File: config.mk
export PLATFORM = sky130hd
export DESIGN_NAME = fetch_ctrl
export DESIGN_NICKNAME = d
export VERILOG_FILES = /design/src/rtl/fetch_ctrl.sv
export SDC_FILE = /design/constraint.sdc
export NUM_CORES = 1
export LEC_CHECK = 0
export CORE_ASPECT_RATIO = 1.2
export CORE_MARGIN = 3
export CORE_UTILIZATION = 25
export CTS_CLUSTER_SIZE = 25
export DETAILED_ROUTE_END_ITERATION = 6
export PLACE_DENSITY = 0.56
export RECOVER_POWER = 100
export SLEW_MARGIN = 0
export SYNTH_ARGS = -nofsm -noshare
export SYNTH_HDL_FRONTEND = slang
export SYNTH_SLANG_ARGS = --single-unit
export TNS_END_PERCENT = 20
File: constraint.sdc
create_clock -name clk -period 2.3 [get_ports clk]
set_input_delay 0.46 -clock clk [delete_from_list [all_inputs] [get_ports clk]]
set_output_delay 0.46 -clock clk [all_outputs]
set_load 0.005 [all_outputs]
File: src/rtl/fetch_ctrl.sv
// Instruction fetch/decode sequencer: fetches 16-bit words from the instruction ROM,
// decodes HALT/JMP/ALU opcodes and drives the PC control pair {PC_load,PC_inc}.
module fetch_ctrl (
   input  logic        clk,
   input  logic        rst_n,
   input  logic [15:0] ins_data,
   input  logic        rom_valid,
   input  logic        stall,
   input  logic        exec_done,
   output logic        PC_load,
   output logic        PC_inc,
   output logic [15:0] Ins_addr,
   output logic        rom_req,
   output logic [15:0] ir,
   output logic        ir_valid,
   output logic        exec_start,
   output logic        halted,
   output logic [15:0] instr_count
);

   typedef enum logic [2:0] {
      S_CLR,
      S_FETCH,
      S_DECODE,
      S_EXEC,
      S_SETTLE,
      S_HALT
   } state_e;

   // PC control pair, ordered {PC_load, PC_inc}
   typedef enum logic [1:0] {
      PC_CLEAR = 2'b00,
      PC_INCR  = 2'b01,
      PC_LOAD  = 2'b10,
      PC_HOLD  = 2'b11
   } pc_ctl_e;

   localparam logic [3:0] OP_HALT = 4'hF;
   localparam logic [3:0] OP_JMP  = 4'hE;

   state_e      state_q, state_d;
   logic        settle_q, settle_d;
   logic        exec_first_q, exec_first_d;
   logic [15:0] ir_q, ir_d;
   logic [15:0] count_q, count_d;

   pc_ctl_e     pc_ctl;
   logic        fetch_req;
   logic [3:0]  opcode;

   assign opcode    = ir_q[15:12];
   assign fetch_req = (state_q == S_FETCH) && !stall;

   // NOTE: state registers use non-blocking assignments so every register samples
   // the pre-edge values of the others; blocking here would create order-dependent races.
   always_ff @(posedge clk) begin
      if (!rst_n) begin
         state_q      <= S_CLR;
         settle_q     <= 1'b0;
         exec_first_q <= 1'b0;
         ir_q         <= 16'h0000;
         count_q      <= 16'h0000;
      end else begin
         state_q      <= state_d;
         settle_q     <= settle_d;
         exec_first_q <= exec_first_d;
         ir_q         <= ir_d;
         count_q      <= count_d;
      end
   end

   // NOTE: every signal written here gets a default first, so no path leaves one
   // unassigned and no latch is inferred.
   always_comb begin
      state_d      = state_q;
      settle_d     = settle_q;
      exec_first_d = 1'b0;
      ir_d         = ir_q;
      count_d      = count_q;

      case (state_q)
         S_CLR: begin
            settle_d = 1'b0;
            state_d  = S_SETTLE;
         end
         S_FETCH: begin
            // A word offered while stalled is not captured; it must be re-offered.
            if (rom_valid && fetch_req) begin
               ir_d    = ins_data;
               state_d = S_DECODE;
            end
         end
         S_DECODE: begin
            count_d = count_q + 16'd1;
            case (opcode)
               OP_HALT: state_d = S_HALT;
               OP_JMP: begin
                  settle_d = 1'b0;
                  state_d  = S_SETTLE;
               end
               default: begin
                  exec_first_d = 1'b1;
                  state_d      = S_EXEC;
               end
            endcase
         end
         S_EXEC: begin
            if (exec_done) begin
               settle_d = 1'b0;
               state_d  = S_SETTLE;
            end
         end
         S_SETTLE: begin
            // Two hold cycles cover the PC update-to-output latency.
            if (settle_q) begin
               settle_d = 1'b0;
               state_d  = S_FETCH;
            end else begin
               settle_d = 1'b1;
            end
         end
         S_HALT:  state_d = S_HALT;
         default: state_d = S_CLR;
      endcase
   end

   always_comb begin
      pc_ctl   = PC_HOLD;
      ir_valid = 1'b0;
      halted   = 1'b0;

      case (state_q)
         S_CLR: pc_ctl = PC_CLEAR;
         S_DECODE: begin
            ir_valid = 1'b1;
            case (opcode)
               OP_HALT: pc_ctl = PC_HOLD;
               OP_JMP:  pc_ctl = PC_LOAD;
               default: pc_ctl = PC_INCR;
            endcase
         end
         S_HALT:  halted = 1'b1;
         default: pc_ctl = PC_HOLD;
      endcase
   end

   assign {PC_load, PC_inc} = pc_ctl;
   assign rom_req           = fetch_req;
   assign exec_start        = (state_q == S_EXEC) && exec_first_q;
   assign Ins_addr          = {4'h0, ir_q[11:0]};
   assign ir                = ir_q;
   assign instr_count       = count_q;

endmodule

; ---- After elaboration in Yosys (flattened, before gate mapping)
; Index checks and enable logic that the tools add are counted.
[totals]
register_bits = 37
in_bits = 21
output_inout_bits = 54
elab_cells = 42
[classes]
add_sub_neg = 1
n_eq_ne = 11
mux = 14
n_reduce_logical = 11
[ops]
columns = cell, count
row1 = $pmux W3 S6, 1
row2 = $add A16 B1 Y16 const B, 1
row3 = $mux W3, 3
row4 = $eq A4 B4 Y1 const B, 2
row5 = $pmux W2 S2, 2
row6 = $eq A3 B2 Y1 const B, 2
row7 = $eq A3 B3 Y1 const B, 2
row8 = $mux W1, 6
row9 = $ne A2 B2 Y1 const B, 3
row10 = $pmux W3 S2, 1
row11 = $reduce_and A3 Y1, 2
row12 = $pmux W1 S4, 1
row13 = $reduce_and A2 Y1, 2
row14 = $reduce_bool A4 Y1, 1
row15 = $eq A3 B1 Y1 const B, 1
row16 = $logic_and A1 B1 Y1, 3
row17 = $logic_not A3 Y1, 1
row18 = $ne A2 B1 Y1 const B, 1
row19 = $reduce_or A2 Y1, 1
row20 = $logic_not A1 Y1, 1

; ---- Depth between registers and ports, before layout
; Gate-level depths: netlist (run 1).
[depth]
ltp_word = 5
ltp_mapped = 7
mapped_depth_nobuf = 4

; ---- Worst setup path after synthesis (run 1)
; OpenSTA, ideal clock, no wires.
[synth_timing]
path_kind = register to register
start = register state_q[2]
end = register count_q[15] (netlist: instr_count[15])
setup_time_ps = 70
arrival_time_ps = 1556
required_ps = 2230
setup_slack_ps = 674
stages_incl_launch_ff = 5
n_path_buf = 0
period_less_slack_ps = 1626
path_cell_list = dfxtp_1 nand4bb_4 or3_4 or4_1 a21oi_1
[synth_between]
elab_chain_cells = 1
[synth_lines]
columns = item, line
row1 = "start, declared", 41  ; state_e state_q, state_d;
row2 = "start signal, assigned", 64  ; state_q <= state_d;
row3 = $eq A3 B2 Y1, 81  ; case (state_q)
row4 = "end signal, assigned", 68  ; count_q <= count_d;
row5 = "end, declared", 45  ; logic [15:0] count_q, count_d;
; Every way passes these cells.
; A chain may end at the register's enable or synchronous reset.

; ---- Final worst setup path (run 1)
[layout_timing]
start = input stall
end = output rom_req
[layout_between]
elab_chain_cells = 2
[layout_lines]
columns = item, line
row1 = "start, declared", 8  ; input logic stall,
row2 = $logic_not A1 Y1, 52  ; assign fetch_req = (state_q == S_FETCH) && !stall;
row3 = $logic_and A1 B1 Y1, 52
row4 = "end, declared", 13  ; output logic rom_req,
; Every way passes these cells.

==> results.ini, run 1 <==
[run_status]
status=completed

[floorplan]
io_pins=75
start_util_pct=26.4
core_um2=6570
die_h_um=97.2
die_area_um2=7970
chipWidth_um=82.0
num_rows=32

[sta]
hold_viol=0
tightest_slew_ns=0.772
finalSetupTns_ns=0
period_needed_ns=2.17
slew_headroom_pct=48.6
rsz0062_at_grt=no
setup_viol=0
post-route-period-util_pct=94.2
hold_ws_ns=0.463
drv_slew=0
skew_ns=0.00616
fmax_ghz=0.462

[logic_synthesis]
synth_cell_type_count=42
synth_seq_cells=37
synth_area_leaders=dfxtp_1, nand2_1, buf_4, a21oi_1, nor2_1
synth.top_cell.area_share_pct=42.8
synthCells=209
synth_edf_count=0
async_flop_share_pct=0
synthFlopType=dfxtp_1
yosys_warnings=0
yosys.area.top_type=dfxtp_1
ys_seq_area_share_pct=42.8
syn-cell-area_um2=1730
avgSynthCellArea_um2=8.29

[place]
gp_congestion=0.723
io_buffers=70
placed_area_um2=2440
hpwl_um=3090

[clock_network]
cts.sinks=37
cts_hold_buf=0
insertion_delay_ns=0.28
cts_tree=done
cts_buffers=5
cts_setup_buffers=0
htreeDepth=2
clock_path_buffers=2
cts.clk_slew.worst_paths_ns=0.07
root_buffer=clkbuf_8

[job]
cap_violations=0

[worst_hold_path]
holdPathStages=2
hold_end=ir[11]$_SDFFE_PN0P_
hold_start=ir[11]$_SDFFE_PN0P_
worst_hold_path_type=flop to flop

[pwr]
switching_share_pct=26.2
cellLeakagePower_uw=0.000999
clockPowerShare_pct=34.7
p_comb_share_pct=20.8
peakVddDrop_mv=0.301
p_int_uw=1240
seq_power_share_pct=44.6
power.density_nw_per_um2=666
power_uw=1690
p_sw_uw=441

[grt]
grt_pass1_wl_um=7010
grt.overflow.total=0
grt_usage_pct=11.0
grt_pass1_vias=1528
grt_start_max_net_pins=36
antenna_found_initial=0

[cells_and_area]
drive_above_1_share_pct=7.38
area_delta_synth_final_pct=46.0
final_cell_mix=dlygate4sd3_1, nand2_1, dfxtp_1
final_common_cell=dlygate4sd3_1
n_antenna_cell=0
fin_util_pct=38.5
final_nets=292
final_cell_area_um2=2530

[setup_path]
path_buf_inv=2
cp_common_cell=clkdlybuf4s50_1
worst-setup-path-type=primary input to primary output
cp-start-kind=primary input
path_delay_family=buffers and inverters
cp_slowest_stage_delay_ns=0.55
reg2regPathDepth=4
reg2reg_to=instr_count[15]$_SDFFE_PN0P_
cp_max_fo=2
crit_path_end_kind=primary output
path_cells=clkdlybuf4s50_1 > nor4b_2 > clkdlybuf4s50_1
arrival_ns=1.71
r2r-start=state_q[1]$_SDFFE_PN0P_
reg2reg_setup_slack_ns=0.30
critPathSlowestCell=clkdlybuf4s50_1
cp.required_ns=1.84

[routing]
post_drt_wl_per_cell_um=12.0
first_iter_violations=25
vias=1599
wl_um=4280
via_per_inst=4.49
drc=0
ant_nets=0
dr.pass1.iters=4

## state kept, by name, indices dropped and copies added (netlist names)
name and flops:
ir 16, state_q 3, settle_q 1, instr_count 16, exec_first_q 1
## worst max path at each step
stage                                       start                      endpoint  cells after the start  slack (ns)
final                                       stall                       rom_req                      3        0.13
after global routing      state_q[1]$_SDFFE_PN0P_                      ir_valid                      2        0.04
after CTS                 state_q[0]$_SDFFE_PN0P_                       rom_req                      2        0.06
after detailed placement                    stall                       rom_req                      3        0.12
after global placement                      stall                       rom_req                      3        0.15
after floorplan           state_q[2]$_SDFFE_PN0P_  instr_count[15]$_SDFFE_PN0P_                      4        0.67
## per-stage QoR
step           std cells  setup WS [ns]
6_report             356          0.133
5_1_grt              356         0.0411
4_1_cts              356         0.0632
3_5_place_dp         348          0.121
3_3_place_gp         348          0.150
2_1_floorplan        212          0.674
## cell usage after synthesis, types with 2 or more instances
master / n
and4_1: 2
dfxtp_1: 37
or3_1: 4
nand3_1: 6
and3_1: 3
nor2_1: 12
a21oi_1: 24
or4_1: 2
inv_1: 3
xnor2_1: 4
nand2_1: 43
o21ai_0: 7
xor2_1: 5
nand2b_1: 2
buf_4: 17
clkbuf_1: 8
nand4_1: 3
nor3_1: 3
## cells by family after synthesis
kind of cell	after synthesis	share of synthesized area [%]
XOR/XNOR	9	4.55
adder cells (fa/ha/maj)	1	0.722
other	1	0.217
flip-flops	37	42.8
multiplexers	1	0.578
AND/OR/NAND/NOR	91	28.0
AO/OA/AOI/OAI	39	12.9
buffers and inverters	30	10.3
## worst min-delay path: stages, from the launching register on
cell,delay [ns]
dfxtp_1,0.32
nand2_1,0.05
a21oi_1,0.05
## per-layer routing
layer  vias up  share of wire (%)  wire length [µm]  GRT usage (%)
li1        823                  -                 -              -
met1       720                 45              1940           13.7
met5         -                  0                 0              0
met3         5                6.8               291           3.43
met4         0                1.3                56           3.45
met2        51                 47              1990           17.9
## what timing repair did
| action | 4_1_cts | 5_1_grt |
|---|---|---|
| hold endpoints to repair | 0 | 0 |
| gates resized for setup | 1 | 1 |
| setup endpoints to repair | 1 | 1 |
| pin swaps | 0 | 0 |
## cell type report
type                            instances  area, µm²
Clock buffer                            6       82.6
Sequential cell                        37        743
Multi-Input combinational cell        145        798
Clock inverter                          2       37.5
Timing Repair Buffer                   77        746
Fill cell                             705       4040
Tap cell                               85        106
Inverter                                4       15.0
## power groups by stage
stage          registers, µW  clock network [µW]  logic [µW]
3_3_place_gp             767                   0         380
3_5_place_dp             770                   0         382
6_report                 751                 585         350
5_1_grt                  760                 640         387
2_1_floorplan            730                   0         239
4_1_cts                  755                 614         384
Power figures use the tool's default switching activity.
==> run 2, diff against run 1 <==
--- a/config.mk
+++ b/config.mk
@@ -8,11 +8,12 @@
 export CORE_ASPECT_RATIO = 1.2
 export CORE_MARGIN = 3
 export CORE_UTILIZATION = 25
+export CTS_CLUSTER_DIAMETER = 150
 export CTS_CLUSTER_SIZE = 25
 export DETAILED_ROUTE_END_ITERATION = 6
 export PLACE_DENSITY = 0.56
 export RECOVER_POWER = 100
-export SLEW_MARGIN = 0
+export SLEW_MARGIN = 20
 export SYNTH_ARGS = -nofsm -noshare
 export SYNTH_HDL_FRONTEND = slang
 export SYNTH_SLANG_ARGS = --single-unit
==> results of run 2 <==
No change in the layout: final DEF, timing and power equal those of run 1.
==> run 3, diff against run 2 <==
--- a/config.mk
+++ b/config.mk
@@ -7,11 +7,11 @@
 export LEC_CHECK = 0
 export CORE_ASPECT_RATIO = 1.2
 export CORE_MARGIN = 3
-export CORE_UTILIZATION = 25
+export CORE_UTILIZATION = 29
 export CTS_CLUSTER_DIAMETER = 150
 export CTS_CLUSTER_SIZE = 25
 export DETAILED_ROUTE_END_ITERATION = 6
-export PLACE_DENSITY = 0.56
+export PLACE_DENSITY = 0.63
 export RECOVER_POWER = 100
 export SLEW_MARGIN = 20
 export SYNTH_ARGS = -nofsm -noshare
==> run 3 against run 2 <==
Net effect: total power is 10% lower; clock power is 28% lower; maximum frequency is 0.11% higher; clock skew is 0.0032 ns lower; die area is 13% lower; core utilization is 5.1 points higher; via count is 0.44% lower; global-route usage is 1.3 points higher.
==> results.ini, run 3 (synthesized netlist as in run 1, its figures left out) <==
[floorplan]
num_rows=30  ; was 32
die_area_um2=6940  ; was 7970 µm²
start_util_pct=30.4  ; was 26.4%
chipWidth_um=76.5  ; was 82.0 µm
core_um2=5710  ; was 6570 µm²
die_h_um=90.7  ; was 97.2 µm
io_pins=75  ; unchanged

[job]
cap_violations=0  ; unchanged

[setup_path]
critical_path_depth=2  ; was 3
path_buf_inv=1  ; was 2
path_cells=and4b_1 > dlygate4sd3_1  ; was clkdlybuf4s50_1 > nor4b_2 > clkdlybuf4s50_1
cp.required_ns=1.84  ; about the same
cp_max_fo=14  ; was 2
cp_slowest_stage_delay_ns=0.61  ; was 0.55 ns
reg2regPathDepth=4  ; unchanged
path_delay_family=flip-flops  ; was buffers and inverters
crit_path_end_kind=primary output  ; unchanged
critPathSlowestCell=dfxtp_1  ; was clkdlybuf4s50_1
cp-start-kind=flop  ; was primary input
worst-setup-path-type=flop to primary output  ; was primary input to primary output
arrival_ns=1.70  ; was 1.71 ns

[clock_network]
cts_tree=done  ; unchanged
root_buffer=clkbuf_8  ; unchanged
cts.clk_slew.worst_paths_ns=0.07  ; about the same
cts.sinks=37  ; unchanged
cts_setup_buffers=0  ; unchanged
htreeDepth=2  ; unchanged
insertion_delay_ns=0.28  ; about the same
clock_path_buffers=2  ; unchanged
cts_buffers=5  ; unchanged

[worst_hold_path]
holdPathStages=2  ; unchanged
worst_hold_path_type=flop to flop  ; unchanged

[routing]
wl_um=4050  ; was 4280 µm
vias=1592  ; was 1599
first_iter_violations=51  ; was 25
ant_nets=0  ; unchanged
drc=0  ; unchanged
post_drt_wl_per_cell_um=11.5  ; was 12.0 µm
via_per_inst=4.54  ; was 4.49
dr.pass1.iters=4  ; unchanged

[place]
hpwl_um=3010  ; was 3090 µm
gp_congestion=0.748  ; was 0.723
dp_slack_ns=0.130  ; was 0.121 ns
io_buffers=70  ; unchanged

[grt]
grt_pass1_vias=1503  ; was 1528
antenna_found_initial=0  ; unchanged
grt.overflow.total=0  ; unchanged
grt_pass1_wl_um=7020  ; was 7010 µm
grt_start_max_net_pins=24  ; was 36
grt_usage_pct=12.3  ; was 11.0%

[cells_and_area]
drive_above_1_share_pct=6.64  ; was 7.38%
final_nets=292  ; unchanged
n_antenna_cell=0  ; unchanged
final_common_cell=dlygate4sd3_1  ; unchanged
area_delta_synth_final_pct=43.8  ; was 46.0%
fill_cells=612  ; was 705
final_cell_mix=dlygate4sd3_1, nand2_1, dfxtp_1  ; unchanged

[sta]
finalSetupTns_ns=0  ; unchanged
slew_headroom_pct=53.0  ; was 48.6%
rsz0062_at_grt=no  ; unchanged
drv_slew=0  ; unchanged
skew_ns=0.00293  ; was 0.00616 ns
fmax_ghz=0.462  ; about the same
hold_viol=0  ; unchanged
period_needed_ns=2.16  ; was 2.17 ns
finalWorstSetupSlack_ns=0.136  ; was 0.133 ns
post-route-period-util_pct=94.1  ; was 94.2%
tightest_slew_ns=0.705  ; was 0.772 ns
setup_viol=0  ; unchanged

[pwr]
p_comb_share_pct=21.3  ; was 20.8%
power_uw=1520  ; was 1690 µW
seq_power_share_pct=50.7  ; was 44.6%
power.density_nw_per_um2=609  ; was 666 nW/µm²
p_sw_uw=421  ; was 441 µW
switching_share_pct=27.8  ; was 26.2%
peakVddDrop_mv=0.256  ; was 0.301 mV
cellLeakagePower_uw=0.000993  ; was 0.000999 µW
clockPowerShare_pct=28.0  ; was 34.7%
p_int_uw=1100  ; was 1240 µW

[run_status]
status=completed  ; unchanged

[run 3: worst min-delay path, delay by kind of cell (launching register included)]
family	cells	cell delay (ns)
AO/OA/AOI/OAI	1	0.05
flip-flops	1	0.31
AND/OR/NAND/NOR	1	0.05
[run 3: cell type report]
class                           count  area [µm²]  area share [%]
Inverter                            4        15.0           0.603
Multi-Input combinational cell    145         803            32.3
Clock inverter                      2        10.0           0.402
Timing Repair Buffer               77         746            29.9
Sequential cell                    37         743            29.8
Clock buffer                        6        72.6            2.91
Tap cell                           80         100            4.02
[run 3: path summary, 6_finish.rpt]
check,startpoint,end,slack (ns)
worst min-delay path,ir[6]$_SDFFE_PN0P_,ir[6]$_SDFFE_PN0P_,0.46
worst min register to register,ir[6]$_SDFFE_PN0P_,ir[6]$_SDFFE_PN0P_,0.46
worst max-delay path,state_q[2]$_SDFFE_PN0P_,exec_start,0.14
worst max register to register,state_q[2]$_SDFFE_PN0P_,instr_count[15]$_SDFFE_PN0P_,0.31
[run 3: per-stage QoR]
stage	cell area [µm²]	utilization (%)	hold slack (ns)	cells
detailed placement	2430	42.7	0.463	343
CTS	2520	44.1	0.473	351
finish	2490	43.6	0.462	351
global placement	2430	42.7	0.455	343
global route	2490	43.6	0.495	351
floorplan	1740	-	0.461	212
[run 3: layer usage]
metal,wire [µm],up-vias,share of wire (%),GRT usage [%]
li1,-,818,-,-
met1,1820,712,45,15.5
met2,1930,60,48,19.6
met3,282,2,7.0,4.69
met4,17,0,0.42,3.63
met5,0,-,0,0
[run 3: repair_timing]
| action | 4_1_cts | 5_1_grt |
|---|---|---|
| hold buffers | 0 | 0 |
| resized for setup | 1 | 1 |
| endpoints found under the setup margin | 1 | 1 |
[run 3: power by group through the flow]
| stage | clock network [µW] | logic (µW) | registers (µW) |
|---|---|---|---|
| 2_1_floorplan | 0 | 239 | 730 |
| 3_3_place_gp | 0 | 351 | 785 |
| 3_5_place_dp | 0 | 354 | 787 |
| 4_1_cts | 454 | 355 | 772 |
| 5_1_grt | 479 | 361 | 785 |
| 6_report | 424 | 324 | 770 |
